[config.mk]
export PLATFORM = sky130hd
export DESIGN_NAME = exec_stage_flat
export DESIGN_NICKNAME = d
export VERILOG_FILES = /design/src/rtl/exec_pkg.sv /design/src/rtl/exec_if.sv /design/src/rtl/exec_alu.sv /design/src/rtl/exec_stage.sv /design/src/flat_wrapper.sv
export SDC_FILE = /design/constraint.sdc
export NUM_CORES = 1
export LEC_CHECK = 0
export ABC_AREA = 1
export CORE_ASPECT_RATIO = 1.75
export CORE_MARGIN = 4
export CORE_UTILIZATION = 45
export CTS_CLUSTER_DIAMETER = 80
export DETAILED_ROUTE_END_ITERATION = 10
export PLACE_DENSITY_LB_ADDON = 0.1
export SETUP_SLACK_MARGIN = 0.05
export SLEW_MARGIN = 5
export SYNTH_ARGS = -nofsm -noshare
export SYNTH_HDL_FRONTEND = slang
export SYNTH_SLANG_ARGS = --single-unit
[constraint.sdc]
create_clock -name clk -period 6.05 [get_ports clk]
set_input_delay 1.21 -clock clk [delete_from_list [all_inputs] [get_ports clk]]
set_output_delay 1.21 -clock clk [all_outputs]
set_load 0.005 [all_outputs]
[src/rtl/exec_pkg.sv]
// Shared types and EX/MEM buffer field layout for the execute stage.
package exec_pkg;

    typedef enum logic [3:0] {
        ALU_ADD   = 4'd0,
        ALU_SUB   = 4'd1,
        ALU_AND   = 4'd2,
        ALU_OR    = 4'd3,
        ALU_XOR   = 4'd4,
        ALU_SLL   = 4'd5,
        ALU_SRL   = 4'd6,
        ALU_SRA   = 4'd7,
        ALU_MUL   = 4'd8,
        ALU_SLT   = 4'd9,
        ALU_PASSB = 4'd10,
        ALU_PCIMM = 4'd11,
        ALU_RSV12 = 4'd12,
        ALU_RSV13 = 4'd13,
        ALU_RSV14 = 4'd14,
        ALU_RSV15 = 4'd15
    } alu_op_e;

    localparam int BUF_W       = 82;
    localparam int RES_LSB     = 0;
    localparam int RES_W       = 32;
    localparam int STD_LSB     = 32;
    localparam int STD_W       = 32;
    localparam int REGID_W     = 4;
    localparam int RC_LSB      = 64;
    localparam int RA_LSB      = 68;
    localparam int RB_LSB      = 72;
    localparam int REGWR_BIT   = 76;
    localparam int MEM2REG_BIT = 77;
    localparam int MEMWR_BIT   = 78;
    localparam int BRTAKEN_BIT = 79;
    localparam int ZERO_BIT    = 80;
    localparam int NEG_BIT     = 81;

endpackage

[src/rtl/exec_if.sv]
// Execute-stage bus: decoded operands/control in, EX/MEM buffer out.
interface exec_if #(
    parameter int N = 32
);
    import exec_pkg::*;

    logic                en;
    logic signed [N-1:0] rd1;
    logic signed [N-1:0] rd2;
    logic signed [N-1:0] pc;
    logic signed [N-1:0] imm;
    logic signed [N-1:0] aluOut;
    logic signed [N-1:0] result;
    logic signed [N-1:0] rd3;
    logic [3:0]          aluControl;
    logic [3:0]          Ra;
    logic [3:0]          Rb;
    logic [3:0]          Rc;
    logic                immSrc;
    logic                branchFlag;
    logic                memWrite;
    logic                memToReg;
    logic                regWrite;
    logic                Fa;
    logic                Fb;
    logic [BUF_W-1:0]    bufferOut;

    modport master (
        output en, rd1, rd2, pc, imm, aluOut, result, rd3, aluControl,
               Ra, Rb, Rc, immSrc, branchFlag, memWrite, memToReg, regWrite, Fa, Fb,
        input  bufferOut
    );

    modport slave (
        input  en, rd1, rd2, pc, imm, aluOut, result, rd3, aluControl,
               Ra, Rb, Rc, immSrc, branchFlag, memWrite, memToReg, regWrite, Fa, Fb,
        output bufferOut
    );

endinterface

[src/rtl/exec_alu.sv]
// Combinational N-bit ALU with zero/negative flags.
// Multiply is only built when EXEC_MUL_EN is defined; otherwise opcode 8 yields 0.
module exec_alu
    import exec_pkg::*;
#(
    parameter int N = 32
) (
    input  logic signed [N-1:0] a_i,
    input  logic signed [N-1:0] b_i,
    input  logic signed [N-1:0] pc_i,
    input  logic signed [N-1:0] imm_i,
    input  alu_op_e             op_i,
    output logic signed [N-1:0] result_o,
    output logic                zero_o,
    output logic                negative_o
);

    logic                shamt_big_s;
    logic signed [N-1:0] mul_s;
    logic signed [N-1:0] res_s;

    // Shift amount is B as unsigned; anything >= N saturates the shift.
    always_comb begin
        shamt_big_s = ({1'b0, b_i} >= (N+1)'(N));
    end

    // Optional multiplier, low N bits only.
    always_comb begin
`ifdef EXEC_MUL_EN
        mul_s = a_i * b_i;
`else
        mul_s = {N{1'b0}};
`endif
    end

    // Opcode decode.
    always_comb begin
        res_s = {N{1'b0}};
        case (op_i)
            ALU_ADD:   res_s = a_i + b_i;
            ALU_SUB:   res_s = a_i - b_i;
            ALU_AND:   res_s = a_i & b_i;
            ALU_OR:    res_s = a_i | b_i;
            ALU_XOR:   res_s = a_i ^ b_i;
            ALU_SLL:   res_s = shamt_big_s ? {N{1'b0}} : (a_i << b_i);
            ALU_SRL:   res_s = shamt_big_s ? {N{1'b0}} : signed'($unsigned(a_i) >> b_i);
            ALU_SRA:   res_s = shamt_big_s ? {N{a_i[N-1]}} : (a_i >>> b_i);
            ALU_MUL:   res_s = mul_s;
            ALU_SLT:   res_s = (a_i < b_i) ? {{(N-1){1'b0}}, 1'b1} : {N{1'b0}};
            ALU_PASSB: res_s = b_i;
            ALU_PCIMM: res_s = pc_i + imm_i;
            default:   res_s = {N{1'b0}};
        endcase
    end

    // Result and flags.
    always_comb begin
        result_o   = res_s;
        zero_o     = (res_s == {N{1'b0}});
        negative_o = res_s[N-1];
    end

endmodule

[src/rtl/exec_stage.sv]
// Execute stage: operand forwarding muxes, ALU, branch compare and the
// registered 82-bit EX/MEM buffer. Optional multiplier: EXEC_MUL_EN.
module exec_stage
    import exec_pkg::*;
#(
    parameter int N = 32
) (
    input  logic   clk,
    input  logic   rst,
    exec_if.slave  bus
);

    logic signed [N-1:0] a_s;
    logic signed [N-1:0] bf_s;
    logic signed [N-1:0] b_s;
    logic signed [N-1:0] alu_res_s;
    logic                alu_zero_s;
    logic                alu_neg_s;
    logic                br_taken_s;
    logic [BUF_W-1:0]    buffer_d;
    logic [BUF_W-1:0]    buffer_q;

    // Forwarding and immediate selection; the branch compare sees Bf, not B.
    always_comb begin
        a_s        = bus.Fa ? bus.aluOut : bus.rd1;
        bf_s       = bus.Fb ? bus.result : bus.rd2;
        b_s        = bus.immSrc ? bus.imm : bf_s;
        br_taken_s = bus.branchFlag & (a_s == bf_s);
    end

    exec_alu #(.N(N)) u_alu (
        .a_i        (a_s),
        .b_i        (b_s),
        .pc_i       (bus.pc),
        .imm_i      (bus.imm),
        .op_i       (alu_op_e'(bus.aluControl)),
        .result_o   (alu_res_s),
        .zero_o     (alu_zero_s),
        .negative_o (alu_neg_s)
    );

    // Pack the next buffer value; N-bit values are sign-extended to 32.
    always_comb begin
        buffer_d                            = {BUF_W{1'b0}};
        buffer_d[RES_LSB +: RES_W]          = 32'(alu_res_s);
        buffer_d[STD_LSB +: STD_W]          = 32'(bus.rd3);
        buffer_d[RC_LSB +: REGID_W]         = bus.Rc;
        buffer_d[RA_LSB +: REGID_W]         = bus.Ra;
        buffer_d[RB_LSB +: REGID_W]         = bus.Rb;
        buffer_d[REGWR_BIT]                 = bus.regWrite;
        buffer_d[MEM2REG_BIT]               = bus.memToReg;
        buffer_d[MEMWR_BIT]                 = bus.memWrite;
        buffer_d[BRTAKEN_BIT]               = br_taken_s;
        buffer_d[ZERO_BIT]                  = alu_zero_s;
        buffer_d[NEG_BIT]                   = alu_neg_s;
    end

    // EX/MEM register; reset wins over stall so a bubble is inserted.
    always_ff @(posedge clk) begin
        if (!rst) begin
            buffer_q <= {BUF_W{1'b0}};
        end else if (bus.en) begin
            buffer_q <= buffer_d;
        end
    end

    assign bus.bufferOut = buffer_q;

endmodule

[src/flat_wrapper.sv]
// flat-port wrapper written by rule: the top's interface ports become plain ports
module exec_stage_flat import exec_pkg::*;
#(
    parameter int N = 32
)
  (clk, rst, bus_en, bus_rd1, bus_rd2, bus_pc, bus_imm, bus_aluOut, bus_result, bus_rd3, bus_aluControl, bus_Ra, bus_Rb, bus_Rc, bus_immSrc, bus_branchFlag, bus_memWrite, bus_memToReg, bus_regWrite, bus_Fa, bus_Fb, bus_bufferOut);
  exec_if #(.N(N)) bus_i ();
  input  logic clk;
  input  logic rst;
  input wire logic [$bits(bus_i.en)-1:0] bus_en;
  input wire logic [$bits(bus_i.rd1)-1:0] bus_rd1;
  input wire logic [$bits(bus_i.rd2)-1:0] bus_rd2;
  input wire logic [$bits(bus_i.pc)-1:0] bus_pc;
  input wire logic [$bits(bus_i.imm)-1:0] bus_imm;
  input wire logic [$bits(bus_i.aluOut)-1:0] bus_aluOut;
  input wire logic [$bits(bus_i.result)-1:0] bus_result;
  input wire logic [$bits(bus_i.rd3)-1:0] bus_rd3;
  input wire logic [$bits(bus_i.aluControl)-1:0] bus_aluControl;
  input wire logic [$bits(bus_i.Ra)-1:0] bus_Ra;
  input wire logic [$bits(bus_i.Rb)-1:0] bus_Rb;
  input wire logic [$bits(bus_i.Rc)-1:0] bus_Rc;
  input wire logic [$bits(bus_i.immSrc)-1:0] bus_immSrc;
  input wire logic [$bits(bus_i.branchFlag)-1:0] bus_branchFlag;
  input wire logic [$bits(bus_i.memWrite)-1:0] bus_memWrite;
  input wire logic [$bits(bus_i.memToReg)-1:0] bus_memToReg;
  input wire logic [$bits(bus_i.regWrite)-1:0] bus_regWrite;
  input wire logic [$bits(bus_i.Fa)-1:0] bus_Fa;
  input wire logic [$bits(bus_i.Fb)-1:0] bus_Fb;
  output wire logic [$bits(bus_i.bufferOut)-1:0] bus_bufferOut;
  assign bus_i.en = bus_en;
  assign bus_i.rd1 = bus_rd1;
  assign bus_i.rd2 = bus_rd2;
  assign bus_i.pc = bus_pc;
  assign bus_i.imm = bus_imm;
  assign bus_i.aluOut = bus_aluOut;
  assign bus_i.result = bus_result;
  assign bus_i.rd3 = bus_rd3;
  assign bus_i.aluControl = bus_aluControl;
  assign bus_i.Ra = bus_Ra;
  assign bus_i.Rb = bus_Rb;
  assign bus_i.Rc = bus_Rc;
  assign bus_i.immSrc = bus_immSrc;
  assign bus_i.branchFlag = bus_branchFlag;
  assign bus_i.memWrite = bus_memWrite;
  assign bus_i.memToReg = bus_memToReg;
  assign bus_i.regWrite = bus_regWrite;
  assign bus_i.Fa = bus_Fa;
  assign bus_i.Fb = bus_Fb;
  assign bus_bufferOut = bus_i.bufferOut;
  exec_stage #(.N(N)) u_core (.clk(clk), .rst(rst), .bus(bus_i));
endmodule
==> results of run 1 <==
## kinds of logic (layout without fill, tap and decap cells)
group | count (synthesis) | in the layout
muxes | 4 | 4
and+or+nand+nor | 1715 | 1715
adders and majority gates | 131 | 131
DFF | 81 | 81
other | 0 | 1
xor gates and xnor gates | 22 | 22
buffers and inverters | 467 | 750
AOI/OAI and AO/OA | 598 | 598
## per-layer routing
layer  GRT usage [%]  vias up  wire length (um)  part of all wire [%]
li1                -    10500                 -                     -
met1            40.6     9994             27200                    32
met5               0        -                 0                     0
met2            70.1     1303             39700                    47
met4            39.9        0             10300                    12
met3            7.23      401              6840                   8.1
## final cells by class
class | count | area share [%]
Inverter | 310 | 5.74
Clock inverter | 6 | 0.355
Antenna cell | 1 | 0.0123
Tap cell | 465 | 2.85
Multi-Input combinational cell | 2470 | 62.3
Sequential cell | 81 | 7.94
Clock buffer | 10 | 1.17
Timing Repair Buffer | 424 | 19.7
## worst paths after layout
check | start | to
worst min-delay path | u_core.bus.bufferOut[79] | u_core.bus.bufferOut[79]
worst min register to register | u_core.bus.bufferOut[79] | u_core.bus.bufferOut[79]
worst max-delay path | bus_immSrc | u_core.bus.bufferOut[80]
worst max register to register | u_core.bus.bufferOut[18] | u_core.bus.bufferOut[18]
## placed cells by master, fill, tap and decap left out, types with 10 or more instances in the layout
| cell type | instances |
|---|---|
| sky130_fd_sc_hd__inv_2 | 12 |
| sky130_fd_sc_hd__inv_1 | 294 |
| sky130_fd_sc_hd__o21ai_1 | 33 |
| sky130_fd_sc_hd__nand2_2 | 43 |
| sky130_fd_sc_hd__o21ai_0 | 229 |
| sky130_fd_sc_hd__nand4_1 | 33 |
| sky130_fd_sc_hd__dfxtp_1 | 81 |
| sky130_fd_sc_hd__a221oi_1 | 17 |
| sky130_fd_sc_hd__clkdlybuf4s50_1 | 327 |
| sky130_fd_sc_hd__nand3_1 | 286 |
| sky130_fd_sc_hd__buf_4 | 91 |
| sky130_fd_sc_hd__or2_2 | 32 |
| sky130_fd_sc_hd__o211ai_1 | 25 |
| sky130_fd_sc_hd__nor2_1 | 342 |
| sky130_fd_sc_hd__o22ai_1 | 33 |
| sky130_fd_sc_hd__a31oi_1 | 11 |
| sky130_fd_sc_hd__nand3_2 | 19 |
| sky130_fd_sc_hd__nand2_1 | 905 |
| sky130_fd_sc_hd__a21oi_1 | 176 |
| sky130_fd_sc_hd__a21boi_0 | 10 |
| sky130_fd_sc_hd__ha_1 | 128 |
| sky130_fd_sc_hd__nor3_1 | 19 |
| sky130_fd_sc_hd__xor2_1 | 17 |
## power groups by stage
stage	sequential, mW	combinational [mW]	clock (mW)
after CTS	0.592	1.98	0.593
final	0.592	2.05	0.577
after global placement	0.601	1.94	0
after global routing	0.596	2.21	0.609
after floorplan	0.605	1.17	0
after detailed placement	0.604	1.97	0
## worst reg2reg max path: stages (launching register included)
cell and delay, ns:
sky130_fd_sc_hd__dfxtp_1 0.35, sky130_fd_sc_hd__nor2_1 0.05, sky130_fd_sc_hd__nor2_1 0.09, sky130_fd_sc_hd__o21ai_0 0.11
sky130_fd_sc_hd__inv_1 0.10
==> results.cfg, run 1 <==
[floorplanning]
die_area_um2 = 39300
placementRows = 91
die_width_um = 152
initial_utilization_pct = 45.9
die_height_um = 259
ioPinCount = 332
coreArea_um2 = 35400

[sta]
grt_setup_unrepaired = false
slew_viol_final = 0
hold_viol_final = 0
skew_ns = 0
timing.hold.ws_ns = 0.472
max_freq_mhz = 177
final-setup-viol-count = 0
final.setup.worst_slack_ns = 0.414
timing.final.crit_share_pct = 93.2
timing.final.crit_period_ns = 5.64
setup-tns-final_ns = 0
timing.slew.headroom_pct = 9.04
worstMarginPinSlew_ns = 1.36

[logic_synthesis]
ys_seq_area_share_pct = 9.98
synthesis.instances = 3018
synth_top_cells_by_area = sky130_fd_sc_hd__nand2_1 (21%), sky130_fd_sc_hd__dfxtp_1 (10%), sky130_fd_sc_hd__ha_1 (9.9%)
synth.lib_cells_used.distinct = 60
combinational_family_with_the_most_area_after_synthesis = simple AND/OR/NAND/NOR gates
postSynth.topFlopCell = sky130_fd_sc_hd__dfxtp_1
synth_edf_count = 0
ys_top_cells_by_count = sky130_fd_sc_hd__nand2_1 (905), sky130_fd_sc_hd__nor2_1 (342), sky130_fd_sc_hd__inv_1 (294), sky130_fd_sc_hd__nand3_1 (286), sky130_fd_sc_hd__o21ai_0 (237)
syn_nets = 3399
synth.area.mux_share_pct = 0.246
ys_ff_latch = 81
synth_area_per_cell_um2 = 5.38
synthMostInstantiatedCell = sky130_fd_sc_hd__nand2_1
ys.warnings.count = 0
post_synth_fa_ha_maj_area_fraction_pct = 10.2
yosys.area_share.xor_xnor_pct = 1.19
synth_area_leader_cell = sky130_fd_sc_hd__nand2_1
area_fraction_in_compound_gates_after_synthesis_pct = 20.9
synth-async-reset-ratio_pct = 0
synth_top_cell_area_share_pct = 20.9
synth_simple_gate_area_share_pct = 45.5
mappedNetlistArea_um2 = 16200

[clock_tree]
post-cts-setup-buffers = 0
cts_hold_repair.buffers = 0
cts.sink_count = 81
worstSkewPairLatency_ns = 0.35
post_cts.resized_instances = 0
cts_made_buffers = 9
cts_tree = yes
clk_root_buffer_cell = sky130_fd_sc_hd__clkbuf_16
clock_transition_at_the_registers_of_the_reported_paths_ns = 0.07
cts_buffer_depth = 2
cts_htree_levels = 3

[setup_path]
worstRegToRegCells = 4
cpMaxStageDelayCell = sky130_fd_sc_hd__a21oi_1
critical_path_class = in2reg
critPathBufInv = 4
crit_path_start_kind = input pin
critPathMostFrequentCell = sky130_fd_sc_hd__nor2_1
critPathCaptureType = flip-flop
critical_path_max_stage_delay_ns = 0.54
arrival_ns = 5.91
path_cells = clkdlybuf4s50_1, inv_2, buf_12, buf_4, or2_2, nand2_2, ha_1, o21ai_0, a21oi_1, o21ai_1, a21boi_0, o21bai_1, or2_1, nand3_1, nand4_1, a21oi_1, nand2_1, nor2_1, nand3_1, nor2_1, nor2_1, nor2_1
cp_top_family = compound AO/OA/AOI/OAI gates
data_required_time_at_the_worst_endpoint_ns = 6.32
path_depth = 22
reg_to_reg_setup_timing_slack_ns = 5.31
max_fo_critical_path = 35

[final_layout]
layout-drive-gt1-share_pct = 7.45
design.final.nets = 3677
seqCellArea_um2 = 1620
finish.cell_count_without_fillers = 3767
final_util_pct = 57.7
area.growth.synth_to_final_pct = 25.7
largest_register_ffs = 81
final_area_um2 = 20400
area_used_by_multi_input_combinational_logic_um2 = 12700
fillers = 3711

[drt]
avgRoutedWirePerCell_um = 22.3
wl_mm = 84.0
first_iter_violations = 2233
dr_total_vias = 22200
route.detailed.vias_per_inst = 5.88
drcViolationCount = 0
drt-pass1-iter-count = 7
drtAntennaViolNets = 0

[power]
combPwrFrac_pct = 63.7
netSwitchingFraction_pct = 49.4
power.density_cell_area_nw_per_um2 = 158
max-vdd-ir-drop_mv = 0.123
p_switching_mw = 1.59
total_leakage_power_nw = 10.2
power.clock.fraction_pct = 17.9
power_mw = 3.22
p_int_mw = 1.63
seq_power_share_pct = 18.4

[worst_hold_path]
holdCritPathClass = reg2reg
worst_hold_path.num_cells = 2

[global_route]
grt_overflow = 0
antenna_found_initial = 1
grt_pass1_wl_mm = 123
grt.total_usage_pct = 41.1
largest_net_degree_at_the_start_of_global_routing = 94
first_global_vias = 21800

[outcome]
status = finished clean

[placement]
placedInstanceArea_um2 = 20100
placement.io_buffers = 331
place_ws_ns = 0.229
dpl.hpwl_mm = 68.6
numPlacedInstances = 3750
gp_congestion = 1.11

[job]
cap_violations = 0
Note: power is estimated with default switching activity, not from simulation.
==> inputs of run 2 (changes only) <==
- SKIP_LAST_GASP: not set -> 1
==> results of run 2 <==
Final layout, timing and power as in run 1 (identical DEF).
